### src/rtl/alu_seq_pkg.sv
// Shared opcodes, FSM state type and command-to-ALU opcode mapping for alu_wide_sequencer.
// Build option COMPARE_EN: when defined, the signed compares 0111/1011 execute; otherwise they are rejected.
package alu_seq_pkg;

  localparam logic [3:0] OP_AND    = 4'b0000;
  localparam logic [3:0] OP_OR     = 4'b0001;
  localparam logic [3:0] OP_ADD    = 4'b0010;
  localparam logic [3:0] OP_RSV3   = 4'b0011;
  localparam logic [3:0] OP_AND_NB = 4'b0100;
  localparam logic [3:0] OP_OR_NB  = 4'b0101;
  localparam logic [3:0] OP_SUB    = 4'b0110;
  localparam logic [3:0] OP_SLT    = 4'b0111;
  localparam logic [3:0] OP_AND_NA = 4'b1000;
  localparam logic [3:0] OP_OR_NA  = 4'b1001;
  localparam logic [3:0] OP_RSUB   = 4'b1010;
  localparam logic [3:0] OP_SGT    = 4'b1011;
  localparam logic [3:0] OP_NOR    = 4'b1100;
  localparam logic [3:0] OP_NAND   = 4'b1101;
  localparam logic [3:0] OP_RSVE   = 4'b1110;
  localparam logic [3:0] OP_RSVF   = 4'b1111;

  typedef enum logic [1:0] {
    ST_IDLE = 2'd0,
    ST_RUN  = 2'd1,
    ST_DONE = 2'd2
  } seq_state_e;

  typedef struct packed {
    logic [3:0] issue;
    logic       reject;
  } op_map_t;

  // Compares run as a byte-wise subtract; the slt bit is derived from the top byte afterwards.
  function automatic op_map_t seq_map_op(input logic [3:0] op);
    op_map_t m;
    m.issue  = op;
    m.reject = 1'b0;
    case (op)
      OP_AND, OP_OR, OP_ADD, OP_AND_NB, OP_OR_NB, OP_SUB,
      OP_AND_NA, OP_OR_NA, OP_RSUB, OP_NOR, OP_NAND: m.issue = op;
`ifdef COMPARE_EN
      OP_SLT: m.issue = OP_SUB;
      OP_SGT: m.issue = OP_RSUB;
`else
      OP_SLT, OP_SGT: begin
        m.issue  = OP_AND;
        m.reject = 1'b1;
      end
`endif
      OP_RSV3, OP_RSVE, OP_RSVF: begin
        m.issue  = OP_AND;
        m.reject = 1'b1;
      end
      default: begin
        m.issue  = OP_AND;
        m.reject = 1'b1;
      end
    endcase
    return m;
  endfunction

endpackage

### src/rtl/alu_wide_sequencer.sv
// Drives a shared 8-bit ALU one byte per cycle (LSB first) to execute NBYTES-wide operations.
// Build option COMPARE_EN enables the signed compare opcodes 0111/1011.
//
// Handshakes: a transfer happens on a rising clk edge where valid && ready are both high;
// valid never depends on ready, and the offering side holds its payload stable until the transfer.
module alu_wide_sequencer
  import alu_seq_pkg::*;
#(
  parameter int NBYTES = 4,
  localparam int W = 8 * NBYTES
) (
  input  logic             clk,
  input  logic             rst,
  input  logic             cmd_valid,
  output logic             cmd_ready,
  input  logic [3:0]       cmd_op,
  input  logic [W-1:0]     cmd_a,
  input  logic [W-1:0]     cmd_b,
  output logic             rsp_valid,
  input  logic             rsp_ready,
  output logic [W-1:0]     rsp_x,
  output logic             rsp_zero,
  output logic             rsp_cout,
  output logic             rsp_ovf,
  output logic             rsp_err,
  output logic [3:0]       alu_cont,
  output logic [7:0]       alu_a,
  output logic [7:0]       alu_b,
  output logic             alu_cin,
  input  logic [7:0]       alu_x,
  input  logic             alu_zero,
  input  logic             alu_cout,
  output seq_state_e       dbg_state
);

  localparam int KW = $clog2(NBYTES);
  localparam logic [KW-1:0] K_LAST = KW'(NBYTES - 1);

  seq_state_e     state_q, state_d;
  logic [KW-1:0]  k_q, k_d;
  logic [3:0]     op_q, op_d;
  logic [3:0]     issue_q, issue_d;
  logic [W-1:0]   a_q, a_d;
  logic [W-1:0]   b_q, b_d;
  logic [W-1:0]   res_q, res_d;
  logic           carry_q, carry_d;
  logic           zero_acc_q, zero_acc_d;
  logic [W-1:0]   rsp_x_q, rsp_x_d;
  logic           rsp_zero_q, rsp_zero_d;
  logic           rsp_cout_q, rsp_cout_d;
  logic           rsp_ovf_q, rsp_ovf_d;
  logic           rsp_err_q, rsp_err_d;

  op_map_t        map;
  logic [W-1:0]   x_full;
  logic           a7, b7, x7;
`ifdef COMPARE_EN
  logic           slt;
`endif

  always_ff @(posedge clk) begin
    if (rst) begin
      state_q    <= ST_IDLE;
      k_q        <= '0;
      op_q       <= '0;
      issue_q    <= '0;
      a_q        <= '0;
      b_q        <= '0;
      res_q      <= '0;
      carry_q    <= 1'b0;
      zero_acc_q <= 1'b0;
      rsp_x_q    <= '0;
      rsp_zero_q <= 1'b0;
      rsp_cout_q <= 1'b0;
      rsp_ovf_q  <= 1'b0;
      rsp_err_q  <= 1'b0;
    end else begin
      state_q    <= state_d;
      k_q        <= k_d;
      op_q       <= op_d;
      issue_q    <= issue_d;
      a_q        <= a_d;
      b_q        <= b_d;
      res_q      <= res_d;
      carry_q    <= carry_d;
      zero_acc_q <= zero_acc_d;
      rsp_x_q    <= rsp_x_d;
      rsp_zero_q <= rsp_zero_d;
      rsp_cout_q <= rsp_cout_d;
      rsp_ovf_q  <= rsp_ovf_d;
      rsp_err_q  <= rsp_err_d;
    end
  end

  always_comb begin
    map        = seq_map_op(cmd_op);
    x_full     = {alu_x, res_q[W-9:0]};
    a7         = a_q[W-1];
    b7         = b_q[W-1];
    x7         = alu_x[7];
`ifdef COMPARE_EN
    slt        = (a7 ^ b7) ? ((op_q == OP_SLT) ? a7 : b7) : x7;
`endif
    state_d    = state_q;
    k_d        = k_q;
    op_d       = op_q;
    issue_d    = issue_q;
    a_d        = a_q;
    b_d        = b_q;
    res_d      = res_q;
    carry_d    = carry_q;
    zero_acc_d = zero_acc_q;
    rsp_x_d    = rsp_x_q;
    rsp_zero_d = rsp_zero_q;
    rsp_cout_d = rsp_cout_q;
    rsp_ovf_d  = rsp_ovf_q;
    rsp_err_d  = rsp_err_q;
    cmd_ready  = 1'b0;
    rsp_valid  = 1'b0;
    alu_cont   = 4'b0000;
    alu_a      = 8'h00;
    alu_b      = 8'h00;
    alu_cin    = 1'b0;

    case (state_q)
      ST_IDLE: begin
        cmd_ready = 1'b1;
        if (cmd_valid) begin
          op_d       = cmd_op;
          issue_d    = map.issue;
          a_d        = cmd_a;
          b_d        = cmd_b;
          k_d        = '0;
          carry_d    = 1'b0;
          zero_acc_d = 1'b1;
          res_d      = '0;
          rsp_x_d    = '0;
          rsp_zero_d = 1'b0;
          rsp_cout_d = 1'b0;
          rsp_ovf_d  = 1'b0;
          rsp_err_d  = map.reject;
          state_d    = map.reject ? ST_DONE : ST_RUN;
        end
      end

      ST_RUN: begin
        alu_cont   = issue_q;
        alu_a      = a_q[8*k_q +: 8];
        alu_b      = b_q[8*k_q +: 8];
        alu_cin    = carry_q;
        res_d[8*k_q +: 8] = alu_x;
        carry_d    = alu_cout;
        zero_acc_d = zero_acc_q & alu_zero;
        if (k_q == K_LAST) begin
          // Last byte: ALU outputs are final this cycle, so build the response directly from them.
          rsp_x_d    = x_full;
          rsp_zero_d = zero_acc_q & alu_zero;
          rsp_cout_d = alu_cout;
          case (op_q)
            OP_ADD:  rsp_ovf_d = (a7 == b7) && (x7 != a7);
            OP_SUB:  rsp_ovf_d = (a7 != b7) && (x7 != a7);
            OP_RSUB: rsp_ovf_d = (a7 != b7) && (x7 != b7);
            default: rsp_ovf_d = 1'b0;
          endcase
`ifdef COMPARE_EN
          if (op_q == OP_SLT || op_q == OP_SGT) begin
            rsp_x_d    = {{(W-1){1'b0}}, slt};
            rsp_zero_d = !slt;
          end
`endif
          state_d = ST_DONE;
        end else begin
          k_d = k_q + 1'b1;
        end
      end

      ST_DONE: begin
        rsp_valid = 1'b1;
        if (rsp_ready) state_d = ST_IDLE;
      end

      default: state_d = ST_IDLE;
    endcase
  end

  assign rsp_x     = rsp_x_q;
  assign rsp_zero  = rsp_zero_q;
  assign rsp_cout  = rsp_cout_q;
  assign rsp_ovf   = rsp_ovf_q;
  assign rsp_err   = rsp_err_q;
  assign dbg_state = state_q;

endmodule

### config.mk
export PLATFORM = sky130hd
export DESIGN_NAME = alu_wide_sequencer
export DESIGN_NICKNAME = d
export VERILOG_FILES = /design/src/rtl/alu_seq_pkg.sv /design/src/rtl/alu_wide_sequencer.sv
export SDC_FILE = /design/constraint.sdc
export NUM_CORES = 1
export LEC_CHECK = 0
export ABC_AREA = 1
export BUFFER_PORTS_ARGS = -buffer_cell sky130_fd_sc_hd__buf_2
export CAP_MARGIN = 20
export CORE_ASPECT_RATIO = 0.6
export CORE_UTILIZATION = 25
export DETAILED_ROUTE_END_ITERATION = 16
export HOLD_SLACK_MARGIN = 0.06
export PLACE_DENSITY = 0.42
export SYNTH_ARGS = -nofsm -noshare
export SYNTH_HDL_FRONTEND = slang
export SYNTH_SLANG_ARGS = --single-unit
### constraint.sdc
create_clock -name clk -period 3.7 [get_ports clk]
set_clock_uncertainty 0.2 [all_clocks]
set_input_delay 0.555 -clock clk [delete_from_list [all_inputs] [get_ports clk]]
set_output_delay 0.555 -clock clk [all_outputs]
set_load 0.005 [all_outputs]
* Word-level counts from Yosys, hierarchy flattened
Cells that the tools add are included.
** Word-level totals
- Register bits after elaboration :: 146
- Input bits :: 82
- Output and inout port bits :: 61
- Word-level logic and storage cells :: 95
** Cells by class
- Eq/ne operators :: 29
- Bitwise gates (word level) :: 1
- Reductions and logical operators :: 13
- Multiplexer cells :: 32
- $add $sub $neg :: 2
- Shift operators :: 4
** Operators with widths (count)
- 32-bit case mux with 2 select lines :: 2
- 32-bit 2-to-1 mux :: 2
- 32-bit by 6-bit variable part select with 8-bit output :: 2
- 4-bit equality test (second input constant) :: 9
- 5-bit negation with 34-bit output :: 1
- 8-bit by 34-bit variable shift with 32-bit output (first input constant) :: 1
- 8-bit by 34-bit variable part select with 32-bit output :: 1
- 32-bit bitwise mux :: 1
- 4-bit by 3-bit equality test with 1-bit output (second input constant) :: 5
- 8-bit 2-to-1 mux :: 2
- 4-bit by 2-bit equality test with 1-bit output (second input constant) :: 3
- 2-bit 2-to-1 mux :: 6
- 11-bit OR reduction :: 1
- 1-bit case mux with 2 select lines :: 5
- 1-bit 2-to-1 mux :: 9
- 3-bit AND reduction :: 3
- 2-bit inequality test (second input constant) :: 4
- 4-bit case mux with 2 select lines :: 1
- 2-bit case mux with 3 select lines :: 1
- 5-bit OR reduction :: 1
- 2-bit equality test (second input constant) :: 2
- 4-bit by 1-bit equality test with 1-bit output (second input constant) :: 1
- 4-bit zero test :: 1
- 4-bit 2-to-1 mux :: 1
- other kinds (11) :: 16

* Logic depth before layout (Yosys ltp)
- Depth after elaboration :: 6
- Gate-level depth with buffers :: 11
- Gate-level depth less buffers :: 8

* Worst setup path after synthesis
Ideal clock, no wire load.
- Path type :: reg2reg
- From :: reg k_q[0]
- To :: reg res_q[0]
- Path buffers :: 3
- Cell stages (with the launch flop) :: 12
- Slack :: 1.673 ns
- Period minus slack after synthesis :: 2.027 ns
- Arrival time :: 1.762 ns
- Required time :: 3.435 ns
- Cell sequence :: dfxtp_1 > buf_2 > inv_1 > buf_2 > ha_1 > buf_2 > nand2_1 > nor2_1 > nand3_1 > o21ai_0 > inv_1 > nor2_1
** On the way
- Cells in the longest elaborated chain, start to end :: 4
** RTL lines
- from (decl) :: RTL line alu_wide_sequencer.sv:40 : logic [KW-1:0] k_q, k_d;
- from (signal assigned) :: RTL line alu_wide_sequencer.sv:79 : k_q <= k_d;
- 5-bit negation with 34-bit output (*) :: RTL line alu_wide_sequencer.sv:151 : res_d[8*k_q +: 8] = alu_x;
- 8-bit by 34-bit variable part select with 32-bit output or 8-bit by 34-bit variable shift with 32-bit output (tied branches) :: RTL line alu_wide_sequencer.sv:151
- 32-bit bitwise mux (*) :: RTL line alu_wide_sequencer.sv:151
- 32-bit case mux with 2 select lines (*) :: RTL line alu_wide_sequencer.sv:125 : case (state_q)
- to (signal assigned) :: RTL line alu_wide_sequencer.sv:84 : res_q <= res_d;
- to (decl) :: RTL line alu_wide_sequencer.sv:45 : logic [W-1:0] res_q, res_d;
Every way passes the cells marked *; elsewhere a longest branch is shown, timed or not.
A chain may end at the register's enable or synchronous reset.

* Worst setup path after layout
- From :: reg state_q[0] (netlist: dbg_state[0])
- To :: out alu_a[5]
** On the way
- Cells in the longest elaborated chain, start to end :: 2
** RTL lines
- from (decl) :: RTL line alu_wide_sequencer.sv:39 : seq_state_e state_q, state_d;
- from (signal assigned) :: RTL line alu_wide_sequencer.sv:78 : state_q <= state_d;
- 2-bit by 1-bit equality test with 1-bit output :: RTL line alu_wide_sequencer.sv:125
- 8-bit 2-to-1 mux :: RTL line alu_wide_sequencer.sv:125
- to (decl) :: RTL line alu_wide_sequencer.sv:27 : output logic [7:0] alu_a,
Every way passes these cells.

==> impl_metrics.yaml <==
run_status:
  status: "finished, final reports clean"
critical_path:
  arrival_ns: 2.08
  reg2reg_depth: 8
  timing.reg2reg.setup_slack_ns: 1.36
  reg2reg_to: "res_q[2]"
  cp_max_fo: 24
  worst_ep_required_time_ns: 2.94
  cp-end-kind: "output port"
  r2r-start: "k_q[1]"
  worstSetupPathType: "reg2out"
  worst_setup_path_start_kind: "register"
  critPathLaunch: "dbg_state[0]"
route:
  via_count: 5337
  initialDrtViolationCount: 257
  routedWlPerCell_um: 15.1
  routed_wl_um: 18800
  ant_nets: 0
  drt_pass1_iterations: 4
  vias_per_cell: 4.28
  drc: 0
timing:
  fin_crit_ns: 2.83
  min_period_over_period_pct: 76.6
  fin_tns_setup_ns: 0
  max_slew_margin_pct: 38.4
  grt_setup_unrepaired: "false"
  tightestPinTransition_ns: 0.923
  fmax_mhz: 353
  finalSetupViolations: 0
  report.final.slew_viol_count: 0
  hold_slack_ns: 0.185
  hold_viol_final: 0
die:
  num_rows: 42
  coreArea_um2: 22200
  start_util_pct: 25.6
  die_area_um2: 23300
  io_pins: 143
  die_w_um: 197
  die_height_um: 119
power:
  p_int_mw: 2.98
  p_sw_share_pct: 27.6
  seqPwrFrac_pct: 39.5
  clkPwrFrac_pct: 46.6
  combPwrFrac_pct: 13.9
  p_switching_mw: 1.14
  peakVddDrop_v: 0.000338
  power.density_nw_per_um2: 565
  power_mw: 4.12
  p_leak_nw: 3.09
grt:
  met2_usage_pct: 20.8
  busiest_layer: "met1"
  groute.usage.overall_pct: 16.4
  grt_pass1_vias: 5137
  gr-total-overflow: 0
  grtUsageMet3_pct: 4.57
  grt_start_max_net_pins: 71
  grt_use_met1_pct: 26.2
  antenna_found_initial: 2
  grt_pass1_wl_um: 29400
flow_run:
  maxCapViolations: 0
placed_design:
  hpwl_um: 12800
  gp_congestion: 0.766
  port_buffers: 142
layout:
  final_common_cell: "nor2_1"
  num-fill-cells: 2491
  final_cell_mix: "nor2_1, buf_2, dfxtp_1"
  layout-drive-gt1-share_pct: 20.8
  multi_input_area_um2: 2530
  seqCellArea_um2: 2760
  utilization_pct: 32.8
  area_growth_pct: 28.2
  finalNetCount: 1010
cts:
  cts-root-buf: "clkbuf_16"
  cts_setup_buffers: 0
  path_clk_slew_ns: 0.06
  cts_max_path_buffers: 2
  cts_hold_buffers: 0
  clk_latency_ns: 0.42
  cts_tree: "built"
  cts_made_buffers: 17
  h-tree-depth: 4
  cts_resized: 0
  cts.sinks: 138
synthesis:
  synth_nets: 889
  synthCells: 802
  synth_top_area_share_pct: 48.6
  avgSynthCellArea_um2: 7.08
  ys_types: 24
  ys_ff_latch: 138
  syn_area_um2: 5680
  yosysWarningCount: 0
  synthTopCellsByArea: "dfxtp_1, nor2_1, o21ai_0"
  seq_area_frac_synth_pct: 48.6
  yosysTopAreaCell: "dfxtp_1"
min_path:
  worstHoldEndpoint: "a_q[11]"
  hp-class: "in2reg"
  hold_path_startpoint: "cmd_a[11]"
  holdPathStages: 3
## flip-flops by register name, indices dropped and copies added, names as in the netlist
name,cells
k_q,2
issue_q,4
rsp_cout,1
dbg_state,2
carry_q,1
rsp_ovf,1
res_q,24
zero_acc_q,1
op_q,4
a_q,32
rsp_err,1
b_q,32
rsp_zero,1
rsp_x,32
## metrics by stage
step / cell area [µm²] / worst slack [ns] / instances
after detailed placement: 6620 / 1.27 / 1212
after CTS: 7280 / 0.805 / 1244
final: 7280 / 0.866 / 1246
after global placement: 6620 / 1.35 / 1212
after floorplan: 5680 / 1.67 / 802
after global routing: 7280 / 0.721 / 1244
## worst max-delay path, cell delays in order (launching register included)
cell and delay, ns:
dfxtp_1 0.42, inv_2 0.05, nor2_2 0.07, buf_4 0.21, inv_1 0.42, a21oi_1 0.31
buf_2 0.15
## cell families after synthesis
kind of cell	count (synthesis)	synth area share [%]
AND/OR/NAND/NOR	372	25.9
buffers and inverters	91	6.89
AO/OA/AOI/OAI	196	17.4
adder cells (fa/ha/maj)	5	1.10
flip-flops	138	48.6
## synthesized netlist by cell type, drive strengths merged
cell type and count:
ha 5, nor2 213, dfxtp 138, buf 26, nand2 139, a211oi 1
nor3 3, nand3 16, clkbuf 25, nand4 1, a21oi 84, inv 40
o21ai 108, a21o 1, o211ai 2
## metal layers
layer	wire, µm	part of all wire, %
met1	10900	58
met2	6890	37
met3	826	4.4
met4	137	0.73
met5	0	0
## how the worst max path moves through the flow
stage                     to  slack (ns)  cells after the start
finish              alu_a[5]        0.87                      6
global route        alu_a[6]        0.72                      6
CTS                 alu_a[5]        0.81                      5
global placement    alu_b[6]        1.35                      6
floorplan           res_q[0]        1.67                     11
detailed placement  alu_a[5]        1.27                      5
## area by class of cell
cell class / count / area share [%]
clock buffers: 18 / 6.03
repair buffers: 153 / 10.9
diodes: 2 / 0.0687
inverters: 40 / 2.06
well taps: 308 / 5.29
flip-flops and latches: 138 / 37.9
multi-input cells: 573 / 34.7
clock inverters: 14 / 3.02
## power by group through the flow
stage / clock, mW / sequential [mW] / combinational [mW]
global route: 2.03 / 1.64 / 0.657
CTS: 1.96 / 1.63 / 0.583
finish: 1.92 / 1.62 / 0.574
floorplan: 0 / 1.65 / 0.385
global placement: 0 / 1.66 / 0.587
detailed placement: 0 / 1.66 / 0.580
(Power assumes the default switching activity.)
